File: src/rtl/core_sequencer_pkg.sv
// rtl/core_sequencer_pkg.sv - shared stage, trap-cause and opcode definitions for the RV32I sequencer
package core_sequencer_pkg;

    // Sequencer stages, kept as plain 3-bit constants for compatibility with older tooling
    typedef logic [2:0] cpustage_t;
    localparam cpustage_t CPU_NEVER_INITED = 3'd0;
    localparam cpustage_t CPU_FETCH        = 3'd1;
    localparam cpustage_t CPU_EX           = 3'd2;
    localparam cpustage_t CPU_MEM          = 3'd3;
    localparam cpustage_t CPU_WB           = 3'd4;
    localparam cpustage_t CPU_TRAP         = 3'd5;
    localparam cpustage_t CPU_HALT         = 3'd6;

    typedef enum logic [2:0] {
        TRAP_NONE          = 3'd0,
        TRAP_ILLEGAL       = 3'd1,
        TRAP_MISALIGNED_LD = 3'd2,
        TRAP_MISALIGNED_ST = 3'd3,
        TRAP_BUS_TIMEOUT   = 3'd4,
        TRAP_MISALIGNED_PC = 3'd5
    } trapcause_t;

    localparam logic [6:0] OP_LOAD   = 7'b0000011;
    localparam logic [6:0] OP_STORE  = 7'b0100011;
    localparam logic [6:0] OP_BRANCH = 7'b1100011;
    localparam logic [6:0] OP_JAL    = 7'b1101111;
    localparam logic [6:0] OP_JALR   = 7'b1100111;

    // addi x0,x0,0
    localparam logic [31:0] NOP_INSTR = 32'h0000_0013;

    // Access is misaligned when the low address bits are not zero for its size;
    // the unused size encoding 3 is treated like a word access.
    function automatic logic is_misaligned(input logic [31:0] addr, input logic [1:0] oplen);
        case (oplen)
            2'd0:    is_misaligned = 1'b0;
            2'd1:    is_misaligned = addr[0];
            default: is_misaligned = (addr[1:0] != 2'b00);
        endcase
    endfunction

endpackage

File: src/rtl/core_nextpc.sv
// rtl/core_nextpc.sv - combinational next-PC and load/store misalignment evaluation
module core_nextpc
    import core_sequencer_pkg::*;
(
    input  logic [31:0] pc,
    input  logic [6:0]  op,
    input  logic        branch_inv,
    input  logic [31:0] imm,
    input  logic [1:0]  oplen,
    input  logic [31:0] alu_result,
    output logic [31:0] next_pc,
    output logic        misaligned_ld,
    output logic        misaligned_st
);

    logic mis_access;

    // Branch is taken when the ALU compare bit differs from funct3[0] (BEQ/BNE, BLT/BGE, ...)
    always_comb begin
        next_pc = pc + 32'd4;
        case (op)
            OP_JAL:    next_pc = pc + imm;
            OP_JALR:   next_pc = alu_result & ~32'd1;
            OP_BRANCH: if (alu_result[0] != branch_inv) next_pc = pc + imm;
            default:   next_pc = pc + 32'd4;
        endcase
        mis_access    = is_misaligned(alu_result, oplen);
        misaligned_ld = (op == OP_LOAD)  && mis_access;
        misaligned_st = (op == OP_STORE) && mis_access;
    end

endmodule

File: src/rtl/core_sequencer.sv
// rtl/core_sequencer.sv - multi-cycle RV32I control sequencer with traps, halt and retire count
module core_sequencer
    import core_sequencer_pkg::*;
#(
    parameter logic [31:0] RESET_PC     = 32'h0000_0000,
    parameter logic [31:0] TRAP_VEC     = 32'h0000_0010,
    parameter int unsigned INIT_WAIT    = 32,
    parameter int unsigned SHORTCIRCUIT = 1,
    parameter int unsigned MEM_TIMEOUT  = 255,
    parameter int unsigned RETIRE_W     = 32
) (
    input  logic                clk,
    input  logic                rst,
    input  logic                halt_req,
    output logic                halted,
    output logic                instr_enable,
    output logic [31:0]         instr_addr,
    input  logic                instr_valid,
    input  logic [31:0]         instr_result,
    output logic [31:0]         instruction,
    input  logic [6:0]          dec_op,
    input  logic [9:0]          dec_func,
    input  logic [31:0]         dec_imm,
    input  logic [1:0]          dec_oplen,
    input  logic                dec_illegal,
    input  logic [31:0]         alu_result,
    input  logic [31:0]         rs2_data,
    output logic                data_enable,
    output logic                data_we,
    output logic [31:0]         data_addr,
    output logic [31:0]         data_wdata,
    output logic [1:0]          data_oplen,
    output logic                data_unsigned,
    input  logic                data_valid,
    input  logic [31:0]         data_result,
    output logic                rf_we,
    output logic [31:0]         rf_data,
    output logic [31:0]         pc,
    output logic [31:0]         epc,
    output logic                trap,
    output logic [2:0]          trap_cause,
    output logic [RETIRE_W-1:0] retired
);

    cpustage_t   state;
    logic [31:0] cnt;
    logic [31:0] next_pc;
    logic [31:0] next_pc_q;
    logic        mis_ld;
    logic        mis_st;
    logic        is_mem_q;
    logic        no_rf_q;
    trapcause_t  cause_q;
    logic        is_ld;
    logic        is_st;
    logic        is_br;
    logic        is_link;
    logic        init_done;
    logic        timeout_hit;
    logic        unused_func;

    assign is_ld       = (dec_op == OP_LOAD);
    assign is_st       = (dec_op == OP_STORE);
    assign is_br       = (dec_op == OP_BRANCH);
    assign is_link     = (dec_op == OP_JAL) || (dec_op == OP_JALR);
    assign init_done   = (cnt + 32'd1) >= 32'(INIT_WAIT);
    assign timeout_hit = (MEM_TIMEOUT != 0) && ((cnt + 32'd1) >= 32'(MEM_TIMEOUT));
    assign unused_func = ^{dec_func[9:3], dec_func[1]};

    // Fetch request follows the stage directly so reset drops it without waiting for a clock
    assign instr_enable = (state == CPU_FETCH);
    assign instr_addr   = instr_enable ? pc : 32'd0;
    assign halted       = (state == CPU_HALT) && halt_req;

    core_nextpc u_nextpc (
        .pc            (pc),
        .op            (dec_op),
        .branch_inv    (dec_func[0]),
        .imm           (dec_imm),
        .oplen         (dec_oplen),
        .alu_result    (alu_result),
        .next_pc       (next_pc),
        .misaligned_ld (mis_ld),
        .misaligned_st (mis_st)
    );

    // Stage sequencing; effects of WB and TRAP become visible on the cycle after those stages
    always_ff @(posedge clk or posedge rst) begin
        if (rst) begin
            state         <= CPU_NEVER_INITED;
            cnt           <= '0;
            pc            <= RESET_PC;
            instruction   <= NOP_INSTR;
            next_pc_q     <= '0;
            is_mem_q      <= 1'b0;
            no_rf_q       <= 1'b0;
            cause_q       <= TRAP_NONE;
            data_enable   <= 1'b0;
            data_we       <= 1'b0;
            data_addr     <= '0;
            data_wdata    <= '0;
            data_oplen    <= '0;
            data_unsigned <= 1'b0;
            rf_we         <= 1'b0;
            rf_data       <= '0;
            epc           <= '0;
            trap          <= 1'b0;
            trap_cause    <= '0;
            retired       <= '0;
        end else begin
            cnt   <= '0;
            rf_we <= 1'b0;
            trap  <= 1'b0;
            case (state)
                CPU_NEVER_INITED: begin
                    if (init_done) state <= halt_req ? CPU_HALT : CPU_FETCH;
                    else           cnt   <= cnt + 32'd1;
                end
                CPU_FETCH: begin
                    if (instr_valid) begin
                        instruction <= instr_result;
                        state       <= CPU_EX;
                    end else if (timeout_hit) begin
                        cause_q <= TRAP_BUS_TIMEOUT;
                        state   <= CPU_TRAP;
                    end else begin
                        cnt <= cnt + 32'd1;
                    end
                end
                CPU_EX: begin
                    next_pc_q <= next_pc;
                    is_mem_q  <= is_ld || is_st;
                    no_rf_q   <= is_st || is_br;
                    if (dec_illegal) begin
                        cause_q <= TRAP_ILLEGAL;
                        state   <= CPU_TRAP;
                    end else if (mis_ld) begin
                        cause_q <= TRAP_MISALIGNED_LD;
                        state   <= CPU_TRAP;
                    end else if (mis_st) begin
                        cause_q <= TRAP_MISALIGNED_ST;
                        state   <= CPU_TRAP;
                    end else if (is_ld || is_st) begin
                        data_enable   <= 1'b1;
                        data_we       <= is_st;
                        data_addr     <= alu_result;
                        data_wdata    <= is_st ? rs2_data : 32'd0;
                        data_oplen    <= dec_oplen;
                        data_unsigned <= is_ld && dec_func[2];
                        state         <= CPU_MEM;
                    end else begin
                        rf_data <= is_link ? (pc + 32'd4) : alu_result;
                        state   <= (SHORTCIRCUIT != 0) ? CPU_WB : CPU_MEM;
                    end
                end
                CPU_MEM: begin
                    if (!is_mem_q) begin
                        state <= CPU_WB;
                    end else if (data_valid) begin
                        data_enable <= 1'b0;
                        if (!data_we) rf_data <= data_result;
                        state <= CPU_WB;
                    end else if (timeout_hit) begin
                        data_enable <= 1'b0;
                        cause_q     <= TRAP_BUS_TIMEOUT;
                        state       <= CPU_TRAP;
                    end else begin
                        cnt <= cnt + 32'd1;
                    end
                end
                CPU_WB: begin
                    if (next_pc_q[1:0] != 2'b00) begin
                        cause_q <= TRAP_MISALIGNED_PC;
                        state   <= CPU_TRAP;
                    end else begin
                        rf_we   <= !no_rf_q;
                        pc      <= next_pc_q;
                        retired <= retired + RETIRE_W'(1);
                        state   <= halt_req ? CPU_HALT : CPU_FETCH;
                    end
                end
                CPU_TRAP: begin
                    trap       <= 1'b1;
                    epc        <= pc;
                    trap_cause <= cause_q;
                    pc         <= TRAP_VEC;
                    state      <= CPU_FETCH;
                end
                CPU_HALT: begin
                    if (!halt_req) state <= CPU_FETCH;
                end
                default: state <= CPU_NEVER_INITED;
            endcase
        end
    end

endmodule
File: config.mk
export PLATFORM = sky130hd
export DESIGN_NAME = core_sequencer
export DESIGN_NICKNAME = d
export VERILOG_FILES = /design/src/rtl/core_sequencer_pkg.sv /design/src/rtl/core_nextpc.sv /design/src/rtl/core_sequencer.sv
export SDC_FILE = /design/constraint.sdc
export NUM_CORES = 1
export LEC_CHECK = 0
export ABC_CLOCK_PERIOD_IN_PS = 14900
export CAP_MARGIN = 20
export CORE_MARGIN = 2
export CORE_UTILIZATION = 52
export CTS_CLUSTER_DIAMETER = 40
export DETAILED_ROUTE_END_ITERATION = 8
export PLACE_DENSITY_LB_ADDON = 0.1
export SLEW_MARGIN = 10
export SYNTH_ARGS = -nofsm -noshare
export SYNTH_HDL_FRONTEND = slang
export SYNTH_SLANG_ARGS = --single-unit
File: constraint.sdc
create_clock -name clk -period 14.9 [get_ports clk]
set_input_delay 1.49 -clock clk [delete_from_list [all_inputs] [get_ports clk]]
set_output_delay 1.49 -clock clk [all_outputs]
set_load 0.02 [all_outputs]
Yosys cells after proc, flatten, opt, wreduce, memory -nomap -nowiden
Index checks and enable logic that the tools add are counted.
{"block": "classes", "n_addsub": 4, "mul": 0, "n_div": 0, "magnitude_cmp": 2, "eq_ne": 29, "n_shift": 0, "mux": 55, "bitwise": 4, "n_reduce_logical": 23}
{"cell": "$mux W32", "count": 17}
{"cell": "$pmux W32 S3", "count": 2}
{"cell": "$pmux W32 S2", "count": 2}
{"cell": "$add A32 B1 Y32 const B", "count": 2}
{"cell": "$mux W3", "count": 20}
{"cell": "$add A32 B3 Y32 const B", "count": 1}
{"cell": "$add A32 B32 Y32", "count": 1}
{"cell": "$ge A32 B6 Y1 const B", "count": 1}
{"cell": "$ge A32 B8 Y1 const B", "count": 1}
{"cell": "$ne A2 B2 Y1 const B", "count": 14}
{"cell": "$eq A7 B7 Y1 const B", "count": 3}
{"cell": "$pmux W3 S7", "count": 1}
{"cell": "$pmux W3 S4", "count": 1}
{"cell": "$mux W1", "count": 10}
{"cell": "$eq A3 B3 Y1 const B", "count": 3}
{"cell": "$reduce_and A2 Y1", "count": 4}
{"cell": "$reduce_and A8 Y1", "count": 1}
{"cell": "$reduce_bool A2 Y1", "count": 4}
{"cell": "$eq A7 B2 Y1 const B", "count": 1}
{"cell": "$eq A7 B6 Y1 const B", "count": 1}
{"cell": "$reduce_and A7 Y1", "count": 1}
{"cell": "$eq A3 B2 Y1 const B", "count": 2}
{"cell": "$reduce_and A6 Y1", "count": 1}
{"cell": "$reduce_and A5 Y1", "count": 1}
{"cell": "other kinds (13)", "count": 22}
{"block": "word_totals", "reg_bits": 306, "latch_bits": 0, "ram_bits": 0, "romBits": 0, "input_bits": 185, "output_inout_bits": 268, "n_memories": 0}

Longest topological paths before layout
{"block": "logic_depth", "depth_word": 8, "ltp_mapped": 11}

Hierarchy
A second synthesis with hierarchy kept.
{"block": "hier_totals", "hier_cells": 1782, "area_unflattened_um2": 16455.8}
{"mod": "core_sequencer", "instances": 1, "cells_each": 1347, "area_per_inst_um2": 13544.2, "seq_area_each_um2": 7661.1}
{"mod": "core_nextpc", "instances": 1, "cells_each": 435, "area_per_inst_um2": 2911.5, "seq_area_each_um2": 0.0}

Worst setup path before layout
OpenSTA, ideal clock, no wires.
{"block": "synth_timing", "path_kind": "input -> register", "from": "in dec_imm[0]", "to": "reg next_pc_q[24]", "setup_time_ps": 126, "t_arrival_ps": 4047, "required_ps": 14774, "setup_slack_ps": 10727, "stages": 10, "path_buffers": 0, "path_cell_list": "ha_1 fa_1 a21o_1 a221oi_1 a211oi_1 nand2b_1 o32ai_1 o21ai_0 and4b_1 o32a_1"}
{"block": "synth_between", "elab_chain_cells": 3}
{"item": "start, declared", "line": "core_sequencer.sv:23", "rtl": "input logic [31:0] dec_imm,"}
{"item": "$add A32 B32 Y32 (*)", "line": "core_nextpc.sv:22, core_nextpc.sv:24"}
{"item": "$mux W32", "line": "core_nextpc.sv:24", "rtl": "OP_BRANCH: if (alu_result[0] != branch_inv) next_pc = pc + imm;"}
{"item": "$pmux W32 S3 (*)", "line": "core_nextpc.sv:21", "rtl": "case (op)"}
{"item": "end signal, assigned", "line": "core_sequencer.sv:131", "rtl": "next_pc_q <= next_pc;"}
{"item": "end, declared", "line": "core_sequencer.sv:48", "rtl": "logic [31:0] next_pc_q;"}
Every way passes the cells marked *; elsewhere a longest branch is shown, timed or not.
A chain may end at the register's enable or synchronous reset.

Worst setup path in the final report
{"block": "layout_timing", "from": "reg state[0]", "to": "out instr_addr[11]"}
{"block": "layout_between", "elab_chain_cells": 2}
{"item": "start, declared", "line": "core_sequencer.sv:45", "rtl": "cpustage_t state;"}
{"item": "start signal, assigned", "line": "core_sequencer.sv:116", "rtl": "if (init_done) state <= halt_req ? CPU_HALT : CPU_FETCH;"}
{"item": "start signal, assigned", "line": "core_sequencer.sv:153", "rtl": "state <= (SHORTCIRCUIT != 0) ? CPU_WB : CPU_MEM;"}
{"item": "start signal, assigned", "line": "core_sequencer.sv:179", "rtl": "state <= halt_req ? CPU_HALT : CPU_FETCH;"}
{"item": "$eq A3 B1 Y1", "line": "core_sequencer.sv:71", "rtl": "assign instr_enable = (state == CPU_FETCH);"}
{"item": "$mux W32", "line": "core_sequencer.sv:72", "rtl": "assign instr_addr = instr_enable ? pc : 32'd0;"}
{"item": "end, declared", "line": "core_sequencer.sv:17", "rtl": "output logic [31:0] instr_addr,"}
No other way between the ends.

==> results.toml <==
[pwr]
seqPwrFrac_pct = 34.0
ir_drop_mv = 0.143
p_int_mw = 2.32
power_mw = 3.70
pwr-share-clk_pct = 28.5
p_sw_mw = 1.38
power.leakage_nw = 9.54
p_sw_share_pct = 37.4
comb_power_share_pct = 37.5
power.density_nw_per_um2 = 169

[min_path]
hp-class = "flop to flop"
hold_depth = 1

[critical_path]
cp.arrival_ns = 3.50
cp_data_required_time_ns = 13.41
r2r_cells = 11
end_kind = "output pin"
crit_type = "flop to output pin"
start_kind = "flop"
worstPathMaxFanout = 31

[synthesis]
netlist.area_leader.share_pct = 49.0
synthCells = 1576
synth_flop_cell = "dfrtp_1"
synth_most_common_cell = "dfrtp_1"
ys_seq_area_share_pct = 49.6
synth_area_um2 = 15500
synthArstFlopShare_pct = 100
synth_area_leaders = "dfrtp_1, nand2_1, mux2_2, xnor2_1, o21ai_0"
synth_edf_count = 0
avgSynthCellArea_um2 = 9.81
synthTopCellsByCount = "dfrtp_1, nand2_1, nor2_1, o21ai_0, mux2_2"
ys_ff_latch = 306
yosys_warnings = 0
synth_cell_types = 80
yosysTopAreaCell = "dfrtp_1"

[sta]
post-route-min-period_ns = 4.99
fin_skew_ns = 0.0111
tns_ns = 0
max_freq_mhz = 200
setup_viol = 0
drv_slew = 0
whs_ns = 0.426
fin_crit_sh_pct = 33.5
hold_viol = 0
rsz0062_at_grt = "false"
max_slew_margin_pct = 27.8
tightest_slew_ns = 1.08
setup_ws_ns = 9.91

[clock_network]
cts_made_buffers = 43
clockBufferDepth = 3
post-cts-setup-buffers = 0
ctsHoldBuffers = 0
cts-htree-levels = 2
cts_resized = 0
cts_tree = "built"
clock-root-buffer = "clkbuf_16"
clkLatencyLatePin_ns = 0.54
cts.clk_slew.worst_paths_ns = 0.06
cts.sinks = 306

[die]
rows = 63
die_w_um = 176
core-area_um2 = 29500
dieArea_um2 = 31100
start_util_pct = 52.4
die_h_um = 176
ios = 453

[routing]
drt_iter0_drc = 1232
wl_per_cell_um = 20.8
wl_met2_mm = 24.1
vias = 14000
ant_nets = 0
highest_layer = "met5"
drcViolationCount = 0
dr.pass1.iters = 5
wirelength_mm = 50.7
wl_met1_mm = 20.9
via_per_inst = 5.73
met3_length_mm = 4.42

[final_layout]
final_util_pct = 74.1
area_delta_synth_final_pct = 41.2
drive_above_1_share_pct = 10.3
final.fill_count = 2191
nets = 2240
multiInputGateArea_um2 = 7510
ff_latch_area_um2 = 7660

[grt]
antenna_found_initial = 3
grt_max_degree = 84
grt_pass1_wl_mm = 78.3
grt_pass1_vias = 13900
grt_use_total_pct = 32.2
grt-ovfl-total = 0

[placement]
portBuffers = 444
dp_slack_ns = 9.62
dp_hpwl_mm = 36.4
place_congestion = 0.949

[run_status]
outcome = "complete, no violations"

[flow_run]
drv_cap = 0
-- cell families after synthesis --
family	after synthesis	share of synthesized area, %
xor gates and xnor gates	96	5.44
muxes	93	6.68
and+or+nand+nor	603	18.4
AOI/OAI and AO/OA	334	14.2
adders and majority gates	36	2.96
other	1	0.0243
buffers and inverters	107	2.70
DFF	306	49.6
-- power groups by stage --
stage / logic, mW / clock network, mW / registers [mW]
floorplan: 0.638 / 0 / 1.37
global placement: 1.35 / 0 / 1.25
detailed placement: 1.37 / 0 / 1.26
CTS: 1.38 / 1.06 / 1.25
global route: 1.50 / 1.10 / 1.28
finish: 1.39 / 1.05 / 1.26
-- worst max-delay path: stages, from the launching register on --
cell and delay, ns:
dfrtp_1 0.56, inv_1 0.24, or3_1 0.56, inv_1 0.74
and2_1 0.23, clkdlybuf4s50_1 0.63
-- per-stage QoR --
stage	instances	area, um2
2_1_floorplan	1599	15500
3_3_place_gp	2362	20300
3_5_place_dp	2362	20300
4_1_cts	2439	21800
5_1_grt	2442	21800
6_report	2442	21800
-- path summary, 6_finish.rpt --
check,endpoint,start,slack [ns]
max,instr_addr[11],state[0],9.91
min,rf_we,no_rf_q,0.43
max reg2reg,next_pc_q[22],pc[0],10.89
min reg2reg,rf_we,no_rf_q,0.43
max in group asynchronous,data_addr[16],rst,12.03
min in group asynchronous,data_addr[23],rst,1.42
-- state kept, by name (all words and copies together), names as in the netlist, 32 cells and up --
signal	cells
instruction	32
next_pc_q	32
rf_data	32
retired	32
data_wdata	32
data_addr	32
epc	32
cnt	32
pc	32
-- routing by layer --
metal	global-route usage, %	vias to the layer above
met5	0	-
met4	8.54	4
met3	7.26	98
met2	53.6	651
met1	42.6	6787
li1	-	6443
-- layout by cell type, fill, tap and decap left out, types with 32 or more instances in the layout --
cell type	instances
a22o_1	32
xnor2_1	69
o21ai_0	104
ha_1	35
nand2_1	269
dfrtp_1	303
mux2_2	81
a21oi_1	65
clkdlybuf4s50_1	444
and2_1	35
nand3_1	35
nor2_1	113
clkbuf_16	45
-- final cells by class --
type	count	area share (%)
Multi-Input combinational cell	1186	34.4
Sequential cell	306	35.1
Clock inverter	26	1.39
Timing Repair Buffer	460	21.0
Tap cell	390	2.23
Clock buffer	51	5.44
Inverter	22	0.413
Antenna cell	1	0.0115
No activity file was read; power rests on OpenSTA's default activity.
